===== src/rtl/seg7_scan_driver.sv =====
// Eight-digit multiplexed seven-segment driver with a frame-synchronous
// double-buffered display word, per-digit blanking and decimal points.

module seg7_hex_dec (
   input  logic [3:0] nib,
   output logic [6:0] seg
);
   // Active-low {g,f,e,d,c,b,a}
   always_comb begin
      seg = 7'h7F;
      case (nib)
         4'h0: seg = 7'h40;
         4'h1: seg = 7'h79;
         4'h2: seg = 7'h24;
         4'h3: seg = 7'h30;
         4'h4: seg = 7'h19;
         4'h5: seg = 7'h12;
         4'h6: seg = 7'h02;
         4'h7: seg = 7'h78;
         4'h8: seg = 7'h00;
         4'h9: seg = 7'h10;
         4'hA: seg = 7'h08;
         4'hB: seg = 7'h03;
         4'hC: seg = 7'h46;
         4'hD: seg = 7'h21;
         4'hE: seg = 7'h06;
         4'hF: seg = 7'h0E;
         default: seg = 7'h7F;
      endcase
   end
endmodule

module seg7_scan_driver #(
   parameter int unsigned PRESCALE = 50000
) (
   input  logic        clk,
   input  logic        rst_n,
   input  logic [31:0] data,
   input  logic        load,
   input  logic [7:0]  blank,
   input  logic [7:0]  point,
   output logic [7:0]  an,
   output logic [7:0]  seg,
   output logic [2:0]  digit_idx,
   output logic        frame_done,
   output logic        busy
);
   localparam int unsigned NUM_DIGITS = 8;

   logic [15:0] cnt;
   logic [31:0] shadow;
   logic [31:0] pending;
   logic        tick;
   logic        boundary;
   logic [7:0]  an_nxt;
   logic [7:0]  seg_nxt;
   logic [NUM_DIGITS-1:0][6:0] dec;

   assign tick     = (cnt == 16'(PRESCALE - 1));
   assign boundary = tick && (digit_idx == 3'd7);

   // One decoder per digit; the scan position just selects among them.
   for (genvar i = 0; i < NUM_DIGITS; i++) begin : g_dec
      seg7_hex_dec u_dec (
         .nib (shadow[4*i +: 4]),
         .seg (dec[i])
      );
   end

   always_comb begin
      an_nxt  = ~(8'b1 << digit_idx);
      seg_nxt = {~point[digit_idx], dec[digit_idx]};
      if (blank[digit_idx]) begin
         an_nxt  = 8'hFF;
         seg_nxt = 8'hFF;
      end
   end

   always_ff @(posedge clk) begin
      if (!rst_n) begin
         cnt        <= '0;
         digit_idx  <= '0;
         shadow     <= '0;
         pending    <= '0;
         busy       <= 1'b0;
         frame_done <= 1'b0;
         an         <= 8'hFF;
         seg        <= 8'hFF;
      end else begin
         cnt        <= tick ? '0 : cnt + 16'd1;
         frame_done <= boundary;
         an         <= an_nxt;
         seg        <= seg_nxt;
         if (tick) digit_idx <= digit_idx + 3'd1;
         // A load coinciding with the boundary bypasses pending entirely.
         if (boundary) begin
            if (load)      shadow <= data;
            else if (busy) shadow <= pending;
            busy <= 1'b0;
         end else if (load) begin
            pending <= data;
            busy    <= 1'b1;
         end
      end
   end
endmodule


===== config.mk =====
export PLATFORM = sky130hd
export DESIGN_NAME = seg7_scan_driver
export DESIGN_NICKNAME = d
export VERILOG_FILES = /design/src/rtl/seg7_scan_driver.sv
export SDC_FILE = /design/constraint.sdc
export NUM_CORES = 1
export LEC_CHECK = 0
export CORE_ASPECT_RATIO = 1.5
export CORE_MARGIN = 2
export CORE_UTILIZATION = 27
export DETAILED_ROUTE_END_ITERATION = 6
export GPL_TIMING_DRIVEN = 0
export PLACE_DENSITY = 0.41
export SYNTH_ARGS = -nofsm -noshare
export SYNTH_HDL_FRONTEND = slang
export SYNTH_HIERARCHICAL = 1
export SYNTH_SLANG_ARGS = --single-unit

===== constraint.sdc =====
create_clock -name clk -period 6 [get_ports clk]
set_input_delay 0.9 -clock clk [delete_from_list [all_inputs] [get_ports clk]]
set_output_delay 0.9 -clock clk [all_outputs]
set_load 0.05 [all_outputs]

=== Word-level counts from Yosys, hierarchy flattened ===
Memory sizes are Yosys's and may differ from the RTL's. A register that Yosys moved wholly into a read port is not among the register bits.
Index checks and enable logic that the tools add are counted.

* Add/subtract/negate cells: 2
* Multiply operators: 0
* Div/mod/pow operators: 0
* $lt $le $gt $ge: 1
* Equal/unequal tests: 2
* Shift operators: 1
* Muxes and demuxes: 24
* Bitwise operators: 4
* Reduce and logical (&&, ||, !) cells: 7

{| class="wikitable"
|+ Operator list
! operator !! count
|-
| $mux W32 || 2
|-
| $mux W4 || 16
|-
| $bmux W7 S3 || 1
|-
| $add A16 B1 Y16 const B || 1
|-
| $eq A16 B16 Y1 const B || 1
|-
| $not A8 Y8 || 1
|-
| $shl A1 B3 Y8 const A || 1
|-
| $mux W7 || 1
|-
| $bmux W1 S3 || 2
|-
| $reduce_or A2 Y1 || 3
|-
| $lt A3 B4 Y1 const B || 1
|-
| $reduce_and A2 Y1 || 2
|-
| $add A3 B1 Y3 const B || 1
|-
| $eq A3 B3 Y1 const B || 1
|-
| $not A1 Y1 || 3
|-
| $mux W1 || 2
|-
| $reduce_bool A2 Y1 || 1
|-
| $logic_and A1 B1 Y1 || 1
|}

* Bits in registers: 101
* Bits in latches: 0
* Bits in writable memories: 0
* ROM bits: 896
* Input port bits: 51
* Output and inout bits: 21
* Word-level logic and storage cells: 57
* Memories kept: 8

{| class="wikitable"
|+ Memories
! name !! words !! bits a word !! read ports !! clocked after memory_dff !! write ports !! RTL line !! text
|-
| (no name shown) || 16 || 7 || 1 || 1 || 0 || 11 || <nowiki>case (nib)</nowiki>
|-
| (no name shown) || 16 || 7 || 1 || 1 || 0 || 11 ||
|-
| (no name shown) || 16 || 7 || 1 || 1 || 0 || 11 ||
|-
| (no name shown) || 16 || 7 || 1 || 1 || 0 || 11 ||
|-
| (no name shown) || 16 || 7 || 1 || 1 || 0 || 11 ||
|-
| (no name shown) || 16 || 7 || 1 || 1 || 0 || 11 ||
|-
| +2 memories || - || - || - || - || - || - ||
|}

=== Depth between registers and ports, before layout ===
* Depth after elaboration: 5
* Gate-level depth with buffers: 8
* Gate-level depth less buffers: 8

=== Hierarchy ===
Netlist, hierarchy kept.

{| class="wikitable"
|+ Modules (own cells, without submodules)
! module !! times used !! cells each !! area each (um^2) !! seq. area each (um^2)
|-
| seg7_scan_driver || 1 || 507 || 4,770.8 || 2,021.9
|-
| seg7_hex_dec || 8 || 32 || 275.3 || 0.0
|}

=== Worst setup path after synthesis ===
Ideal clock, no wire load.

* Path type: input to register
* From: input port blank[3]
* To: register seg[0]
* Arrival: 2,212 ps
* Required time: 5,863 ps
* Path slack: 3,651 ps
* Cell stages on the path: 5
* Path buffers: 1
* Cells stage by stage: mux4_2 -> or2_2 -> a21oi_1 -> clkbuf_1 -> nand3_1

* Cells in the longest elaborated chain, start to end: 3

{| class="wikitable"
|+ RTL lines
! item !! RTL line !! text
|-
| from (decl) || 40 || <nowiki>input logic [7:0] blank,</nowiki>
|-
| $bmux W1 S3 || 73 || <nowiki>if (blank[digit_idx]) begin</nowiki>
|-
| $mux W1 (not written as such) || 73 ||
|-
| $reduce_or A2 Y1 (no line) || - ||
|-
| to (signal assigned) || 93 || <nowiki>seg <= seg_nxt;</nowiki>
|-
| to (decl) || 43 || <nowiki>output logic [7:0] seg,</nowiki>
|}

No other way between the ends. The select of a mux whose other input is x is not followed.
A chain may end at the register's enable or synchronous reset.

=== Final worst setup path ===
* From: input port blank[3]
* To: register seg[4]

The elaborated chain is that of the path after synthesis.

==> impl_results.md <==
- WS Path Type: primary input to flop
- CTS root buffer: clkbuf_16
- Most common cell in the netlist: nand2_1
- Total CTS buffers: 9
- TNS Setup: 0 ns
- Slew HR: 51.5%
- CTS tree: built
- H-tree Lvls: 3
- Initial antenna violation count: 0
- Cell Rows: 72
- CP Capture Type: flop
- Type of the tightest min-delay check: flop to flop
- Async SR Flop Fraction: 0%
- Simple-gate share of the synthesized area: 19.0%
- Largest area contributor in the netlist: dfxtp_1
- Number of global-route vias before repair: 5618
- Critical path peak fanout: 10
- Postcts setup bufs: 0
- Clock slew at reported path FFs: 0.07 ns
- Top FF cell, synth: dfxtp_1
- DRC: 0
- Synth Area per Inst: 9.14 um2
- Vias: 5509
- Worst Tran Pin Value: 0.722 ns
- Post-DRT Antenna Nets: 0
- DR vias/cell: 4.66
- Fillers: 2705
- Ys Warns: 6
- Dpl cells: 1165
- Max Clk Rate: 0.380 GHz
- Share of cells above drive strength 1: 13.6%
- WP data required: 6.22 ns
- Status: finished, final reports clean
- Unrepaired setup endpoints after global routing: false
- Top cell type's share of synthesized area: 29.0%
- Cells after synthesis: 763
- Post-synthesis register bit count: 101
- Nets@finish: 957
- Post-Syn Area: 0.00697 mm2
- Worst EP arrival: 2.85 ns
- Final Max Tran Viols: 0
- Synth Net Count: 877
- Die height: 201 um
- Final hold vios: 0
- Startpoint Class: primary input
- Fin crit share: 43.9%
- Antenna cells: 0
- Largest net degree at the start of global routing: 17
- Max-Cap Viols: 0
- Initial Util: 27.3%
- Synth top cells by count: nand2_1 (130), dfxtp_1 (101), mux2i_1 (67)
- Setup WS post-layout: 3.37 ns
- DR iter-0 viols: 212
- Placer Congestion: 0.774
- Post-synthesis mux area share: 24.6%
- Worst-Skew Late Latency: 0.36 ns
- Die area: 0.0272 mm2
- Hold slack: 0.454 ns
- Core area: 0.0256 mm2
- Wirelength, routed: 18600 um
- Clock sink count: 101
- Die Wd: 135 um
- Max rail drop VDD: 0.123 mV
- I/O pins: 72
- Hpwl dp: 14500 um
- Post-synth EDFFs: 0
- Cell leakage power: 3.16 nW
- Post-CTS Resized: 0
- Hold buffer count at cts: 0
- Total gr overflow: 0
- Final-report setup violation count: 0
- P&R area growth vs syn: 20.5%
- Combinational family with the most area after synthesis: multiplexers
- Pwr Total: 1.49 mW
- Wire per inst: 15.7 um
- First-pass GRT wire length: 30100 um
- First-pass iteration count of the detailed router: 4
- DP Worst Slack: 2.97 ns
- Post-synthesis compound-gate area fraction: 8.27%
- Post-synth cell types: 43
- Final min period: 2.63 ns
- Sequential element share of the synthesized area: 29.0%
- Adder-Cell Fraction of Synth Area: 11.3%
- Final clock skew: 0.0112 ns
- Top cells by area, synth: dfxtp_1 (29%), ha_1 (11%), mux2i_1 (9.6%)
- Pwr dens: 177 mW/mm2
- IO buf count: 69
- Post-Synth XOR/XNOR Area: 1.63%
- CTS Buffer Depth: 2
- GR Util All Layers: 14.2%
- Non-Filler Instances: 1181
state kept, by name, summed over array words and instances (netlist names):
signal	flops
seg	8
cnt	16
shadow	32
an	8
pending	32
busy	1
frame_done	1
digit_idx	3
final cells by class:
class                           count  area (um2)  share of cell area (%)
Tap cell                          333         417                    4.96
Timing Repair Buffer               69         691                    8.22
Inverter                           30         113                    1.34
Sequential cell                   101        2020                    24.1
Buffer                             56         320                    3.81
Clock buffer                       11         243                    2.89
Clock inverter                      5        82.6                   0.982
Multi-Input combinational cell    576        4520                    53.8
worst max-delay path, cell delays in order:
cell,delay (ns)
clkdlybuf4s50_1,0.40
mux4_2,0.48
or2_2,0.29
a21oi_1,0.29
clkbuf_1,0.37
nand3_1,0.13
cells in the final DEF, fill, tap and decap left out, types with 4 or more instances in the layout:
cell type and n:
nand2_1 130, and2b_2 8, nor2_1 56, or3b_1 8, a21oi_1 12, dfxtp_1 101
clkbuf_16 9, mux4_2 17, a32o_1 8, nand3_1 16, clkbuf_1 26, o21ai_1 4
mux2i_1 67, nand4_1 36, inv_1 30, clkdlybuf4s50_1 69, xnor2_1 10, o21ai_0 48
mux4_1 8, ha_1 63, a22o_1 16, buf_2 15, buf_6 11, mux2_2 40
power by group:
group	switching, mW	internal (mW)	total [mW]
clock network	0.272	0.379	0.651
logic	0.0700	0.0711	0.141
registers	0.00859	0.688	0.697
total	0.351	1.14	1.49
stage by stage:
step	utilization (%)	area [um2]
final	32.9	8410
after global routing	32.9	8410
after CTS	32.9	8410
after detailed placement	31.6	8080
after global placement	31.6	8080
after floorplan	-	6970
layer usage:
layer | share of wire (%) | GRT usage, %
met1 | 44 | 16.9
met2 | 50 | 24.8
met3 | 3.7 | 2.50
met4 | 2.3 | 5.84
met5 | 0 | 0
worst paths after layout:
kind,start,end,slack [ns],depth (start not counted)
setup / recovery,blank[3],seg[4]$_SDFF_PP1_,3.37,6
hold / removal,shadow[26]$_SDFFE_PN0P_,shadow[26]$_SDFFE_PN0P_,0.45,2
setup reg to reg,cnt[13]$_SDFF_PP0_,shadow[12]$_SDFFE_PN0P_,3.56,5
hold reg to reg,shadow[26]$_SDFFE_PN0P_,shadow[26]$_SDFFE_PN0P_,0.45,2
cell families (layout without fill, tap and decap cells):
logic type | after synthesis | in the layout
mux | 132 | 132
flops | 101 | 101
buf+inv | 86 | 171
compound gates | 92 | 92
simple gates | 276 | 276
xor+xnor | 13 | 13
fa+ha+maj | 63 | 63
No activity file was read; power rests on OpenSTA's default activity.
